[src/rtl/ev22_pkg.sv]
// Shared EV22 types and constants for the W-register memory port.
package ev22_pkg;

    localparam int EV22_DATA_W = 16;
    localparam int EV22_ADDR_W = 12;
    localparam int EV22_W_SEL  = 34;   // W register code on the B/C buses

    typedef enum logic [1:0] {
        IDLE = 2'd0,
        RD   = 2'd1,
        WR   = 2'd2,
        DONE = 2'd3
    } wmem_state_t;

endpackage

[src/rtl/wmem_timeout_cnt.sv]
// Wait-cycle counter for w_mem_port; flags the cycle on which the wait limit is hit.
module wmem_timeout_cnt #(
    parameter int TIMEOUT_CYC = 255
) (
    input  logic clk,
    input  logic reset,
    input  logic busy_i,     // in RD or WR
    input  logic ready_i,    // memory completes this cycle
    output logic hit_o       // this is the TIMEOUT_CYC-th cycle without ready
);

    localparam int CNT_W = $clog2(TIMEOUT_CYC + 1);

    logic [CNT_W-1:0] cnt_q, cnt_d;

    // Counter idles at zero outside an access, so it is clear on entry.
    always_comb begin
        cnt_d = cnt_q;
        if (!busy_i)
            cnt_d = '0;
        else if (!ready_i)
            cnt_d = cnt_q + 1'b1;
    end

    always_ff @(posedge clk or posedge reset) begin
        if (reset)
            cnt_q <= '0;
        else
            cnt_q <= cnt_d;
    end

    assign hit_o = busy_i && !ready_i && (cnt_q == CNT_W'(TIMEOUT_CYC - 1));

endmodule

[src/rtl/w_mem_port.sv]
// Memory-side initiator for the EV22 W register: performs data RAM reads into W
// and writes of W, stalling the control unit. Optional macro: WMEM_TIMEOUT_EN.
module w_mem_port
    import ev22_pkg::*;
#(
    parameter int ADDR_W      = EV22_ADDR_W,
    parameter int DATA_W      = EV22_DATA_W,
    parameter int TIMEOUT_CYC = 255
) (
    input  logic              clk,
    input  logic              reset,
    input  logic              mr_req,
    input  logic              mw_req,
    input  logic [ADDR_W-1:0] addr,
    input  logic [DATA_W-1:0] w_data,
    output logic              stall,
    output logic [DATA_W-1:0] w_in,
    output logic              mr,
    output logic              mem_re,
    output logic              mem_we,
    output logic [ADDR_W-1:0] mem_addr,
    output logic [DATA_W-1:0] mem_wdata,
    input  logic [DATA_W-1:0] mem_rdata,
    input  logic              mem_ready,
    output logic              err
);

    wmem_state_t       state_q;
    logic [DATA_W-1:0] w_in_q;
    logic              mr_q, mem_re_q, mem_we_q;
    logic [ADDR_W-1:0] mem_addr_q;
    logic [DATA_W-1:0] mem_wdata_q;
    logic              busy;
    logic              to_hit;

    assign busy = (state_q == RD) || (state_q == WR);

`ifdef WMEM_TIMEOUT_EN
    logic err_q;

    wmem_timeout_cnt #(
        .TIMEOUT_CYC (TIMEOUT_CYC)
    ) u_to_cnt (
        .clk     (clk),
        .reset   (reset),
        .busy_i  (busy),
        .ready_i (mem_ready),
        .hit_o   (to_hit)
    );

    always_ff @(posedge clk or posedge reset) begin
        if (reset)
            err_q <= 1'b0;
        else if (to_hit)
            err_q <= 1'b1;
    end

    assign err = err_q;
`else
    logic unused_timeout;
    assign unused_timeout = (TIMEOUT_CYC != 0);
    assign to_hit         = 1'b0;
    assign err            = 1'b0;
`endif

    // Same-cycle freeze on a new request; held through the whole access.
    assign stall = (state_q == IDLE) ? (mr_req | mw_req) : busy;

    always_ff @(posedge clk or posedge reset) begin
        if (reset) begin
            state_q     <= IDLE;
            w_in_q      <= '0;
            mr_q        <= 1'b0;
            mem_re_q    <= 1'b0;
            mem_we_q    <= 1'b0;
            mem_addr_q  <= '0;
            mem_wdata_q <= '0;
        end else begin
            case (state_q)
                IDLE: begin
                    mr_q <= 1'b0;
                    // Write wins a simultaneous request; the read is dropped.
                    if (mw_req) begin
                        mem_addr_q  <= addr;
                        mem_wdata_q <= w_data;
                        mem_we_q    <= 1'b1;
                        state_q     <= WR;
                    end else if (mr_req) begin
                        mem_addr_q <= addr;
                        mem_re_q   <= 1'b1;
                        state_q    <= RD;
                    end
                end
                RD: begin
                    if (mem_ready) begin
                        w_in_q   <= mem_rdata;
                        mr_q     <= 1'b1;
                        mem_re_q <= 1'b0;
                        state_q  <= DONE;
                    end else if (to_hit) begin
                        w_in_q   <= '1;
                        mr_q     <= 1'b1;
                        mem_re_q <= 1'b0;
                        state_q  <= DONE;
                    end
                end
                WR: begin
                    if (mem_ready || to_hit) begin
                        mem_we_q <= 1'b0;
                        state_q  <= DONE;
                    end
                end
                DONE: begin
                    mr_q    <= 1'b0;
                    state_q <= IDLE;
                end
                default: state_q <= IDLE;
            endcase
        end
    end

    assign w_in      = w_in_q;
    assign mr        = mr_q;
    assign mem_re    = mem_re_q;
    assign mem_we    = mem_we_q;
    assign mem_addr  = mem_addr_q;
    assign mem_wdata = mem_wdata_q;

endmodule

[config.mk]
export PLATFORM = sky130hd
export DESIGN_NAME = w_mem_port
export DESIGN_NICKNAME = d
export VERILOG_FILES = /design/src/rtl/ev22_pkg.sv /design/src/rtl/wmem_timeout_cnt.sv /design/src/rtl/w_mem_port.sv
export SDC_FILE = /design/constraint.sdc
export NUM_CORES = 1
export LEC_CHECK = 0
export CAP_MARGIN = 20
export CORE_MARGIN = 8
export CORE_UTILIZATION = 45
export CTS_BUF_LIST = sky130_fd_sc_hd__clkbuf_2 sky130_fd_sc_hd__clkbuf_4 sky130_fd_sc_hd__clkbuf_8
export DETAILED_ROUTE_END_ITERATION = 10
export PLACE_DENSITY = 0.95
export SLEW_MARGIN = 25
export SYNTH_ARGS = -nofsm -noshare
export SYNTH_HDL_FRONTEND = slang
export SYNTH_SLANG_ARGS = --single-unit
[constraint.sdc]
create_clock -name clk -period 2.17 [get_ports clk]
set_input_delay 0.217 -clock clk [delete_from_list [all_inputs] [get_ports clk]]
set_output_delay 0.217 -clock clk [all_outputs]
set_load 0.02 [all_outputs]
==> qor.csv <==
stage;metric;value;unit
clock_network;count of hold-fix buffers inserted at cts;0;
yosys;top_reg_cell synth;dfrtp_1;
detailed_routing;vias per cell;4.835;
pwr;sequential share of power;0.334;
status;outcome;completed;
yosys;Synth Register Bits;49;
yosys;Synth Warn #;0;
yosys;sequential element share of the synthesized area;0.5929;
yosys;syn nets;184;
clock_network;Post-CTS Resized;1;
clock_network;Worst-path clk slew;0.08;ns
detailed_routing;via count;1373;
pwr;Psw;1742;uW
sta;maximum clock rate;0.5773;GHz
yosys;Post-Syn Instances;130;
pwr;post-layout power;4876;uW
die;Core Footprint;4384;sq um
place;PortBufs;96;
yosys;Avg Inst Size Synth;15.91;sq um
critical_path;crit path from;state_q[1];
pwr;Internal;3134;uW
job;Max Cap Viol;0;
final_layout;Final nets;287;
clock_network;cts bufs inserted;5;
place;GP Congestion;0.7232;
sta;Tcrit/Tclk final;0.7983;
final_layout;Layout area overhead;53.18;%
sta;RSZ-0062 raised after global routing;no;
sta;Fin Hold WS;0.2385;ns
pwr;Power Density;1539;nW/um^2
critical_path;Cell Chain, Critical Path;inv_1 -> ha_2 -> nor2_1 -> a21oi_1 -> dlymetal6s2s_1;
critical_path;crit-path max cell delay;0.37;ns
global_routing;global-route total usage across every layer;0.1441;
pwr;P_leak;0.001433;uW
die;DIE HEIGHT;83.80;microns
sta;Setup Skew;0.002677;ns
critical_path;WP data arrival;1.52;ns
yosys;most area-consuming cells after synthesis;dfrtp_1 59%, mux2_4 15%, mux2_2 14%;
critical_path;type of origin of the critical path;flip-flop;
global_routing;first-pass GRT wire length;8183;microns
final_layout;Antenna Cells;0;
yosys;count leader, synth;dfrtp_1;
die;initial core utilization;0.4717;
detailed_routing;total routed wirelength;4899;microns
clock_network;CTS H-Tree Depth;2;
clock_network;Clock Latency Late Sink;0.28;ns
clock_network;clk buf depth;2;
sta;Setup Viol. Count Final;0;
yosys;Post-synth top cells;49 x dfrtp_1, 25 x mux2_2, 20 x mux2_4;
critical_path;CP Class;reg -> out;
global_routing;number of global-route vias before repair;1562;
place;dpl hpwl;4034;microns
sta;setup ws final;0.4377;ns
detailed_routing;wire per inst;17.25;microns
pwr;Logic pwr share;0.569;
sta;count of final max-slew check failures;0;
sta;fin crit period;1.732;ns
yosys;EDFF count, synth;0;
critical_path;CP max-delay cell;dfrtp_1;
detailed_routing;Detailed Routing Iterations Pass 1;4;
detailed_routing;initial DRC count;24;
detailed_routing;DRT antenna net count;0;
critical_path;crit path max fanout;5;
die;die area;7022;sq um
yosys;Synth area leader;dfrtp_1;
yosys;unique cell type count in the Yosys netlist;21;
detailed_routing;DRC Markers;0;
pwr;Peak VDD IR;0.8672;mV
sta;Hold Vio Cnt, Final;0;
final_layout;share of layout cells above drive strength 1;0.2586;
global_routing;number of antenna violations at the first check in global routing;0;
critical_path;Worst EP required;1.95;ns
clock_network;Clock Sinks;49;
sta;post-route setup TNS;0;ns
hold_path;Hold Crit Class;in -> async;
clock_network;Post CTS Setup Buffer Count;0;
yosys;area share of the largest cell type after synthesis;0.5929;
critical_path;critical path endpoint category;output pin;
place;worst slack, placed;0.3121;ns
yosys;Cell Area, Synth;2068;sq um
die;IO Count;98;
pwr;switching share of power;0.3573;
die;Die W;83.80;microns
yosys;asr flop ratio synth;1.000;
die;Site Rows;24;
pwr;clock share of power;0.097;
global_routing;total gr overflow;0;
clock_network;Root Driver;clkbuf_8;
clock_network;CTS tree;done;
critical_path;RR Startpoint;state_q[0];
global_routing;largest net degree at the start of global routing;20;
-- placed cells by master (no fill, tap or decap) --
cell type	Yosys	routed
a21oi_1	4	4
a22oi_1	1	1
and2b_1	1	1
buf_4	1	4
clkbuf_8	0	5
clkdlybuf4s50_1	0	95
clkinv_2	0	1
conb_1	1	1
dfrtp_1	49	49
dlymetal6s2s_1	0	1
ha_1	5	4
ha_2	0	1
inv_1	5	4
inv_2	0	1
mux2_2	25	25
mux2_4	20	20
mux2i_1	3	3
nand2_1	2	2
nand2_2	1	1
nand2_4	1	1
nand2b_1	1	1
nor2_1	2	2
o21ai_0	2	2
o21ai_2	1	1
o2bb2ai_1	2	2
-- per-stage QoR --
stage | util | area, sq um | std cells
4_1_cts | 0.7220 | 3166 | 284
2_1_floorplan | - | 2068 | 130
6_report | 0.7226 | 3168 | 284
5_1_grt | 0.7226 | 3168 | 284
3_5_place_dp | 0.7046 | 3089 | 278
3_3_place_gp | 0.7046 | 3089 | 278
-- critical path: cells and delay by family (launching register included) --
family	cells	cell delay [ns]
flops	1	0.37
fa+ha+maj	1	0.37
buf+inv	2	0.33
compound gates	1	0.10
simple gates	1	0.05
-- layout make-up --
cell class / instances / area [sq um]
inverter: 5 / 18.77
sequential: 49 / 1226
fill: 307 / 1216
clock inverter: 1 / 5.005
tap: 52 / 65.06
timing repair buffer: 100 / 993.5
clock buffer: 5 / 68.82
multi-input combinational: 72 / 790.8
-- worst paths after layout --
path,slack [ns],cells after the start,endpoint
max reg2reg,0.64,5,mem_addr[3]
max in group asynchronous,1.38,3,w_in[1]
min,0.24,2,mem_addr[3]
max,0.44,5,stall
min reg2reg,0.51,1,w_in[15]
min in group clk,0.51,1,w_in[15]
-- registers in the layout, indices dropped and copies added, names as in the netlist --
signal     cells
mem_addr      12
mem_re         1
mem_wdata     16
mem_we         1
mr             1
state_q        2
w_in          16
-- routing by layer --
metal,vias up,track usage,share of wire
li1,652,-,-
met1,649,0.1630,0.41
met2,65,0.2330,0.49
met3,7,0.06836,0.090
met4,0,0.04710,0.013
met5,-,0,0
-- cell families after synthesis --
logic type	count (synthesis)	synth area share
adders and majority gates	5	0.03025
DFF	49	0.5929
and+or+nand+nor	8	0.02239
AOI/OAI and AO/OA	10	0.03086
muxes	48	0.2958
other	1	0.001813
buffers and inverters	9	0.02601
-- power by group through the flow --
stage	combinational, uW	clock (uW)	sequential (uW)
5_1_grt	2950	547	1700
6_report	2770	473	1630
2_1_floorplan	1030	0	2180
3_5_place_dp	2810	0	1640
4_1_cts	2820	494	1630
3_3_place_gp	2760	0	1620
Note: power is estimated with default switching activity, not from simulation.
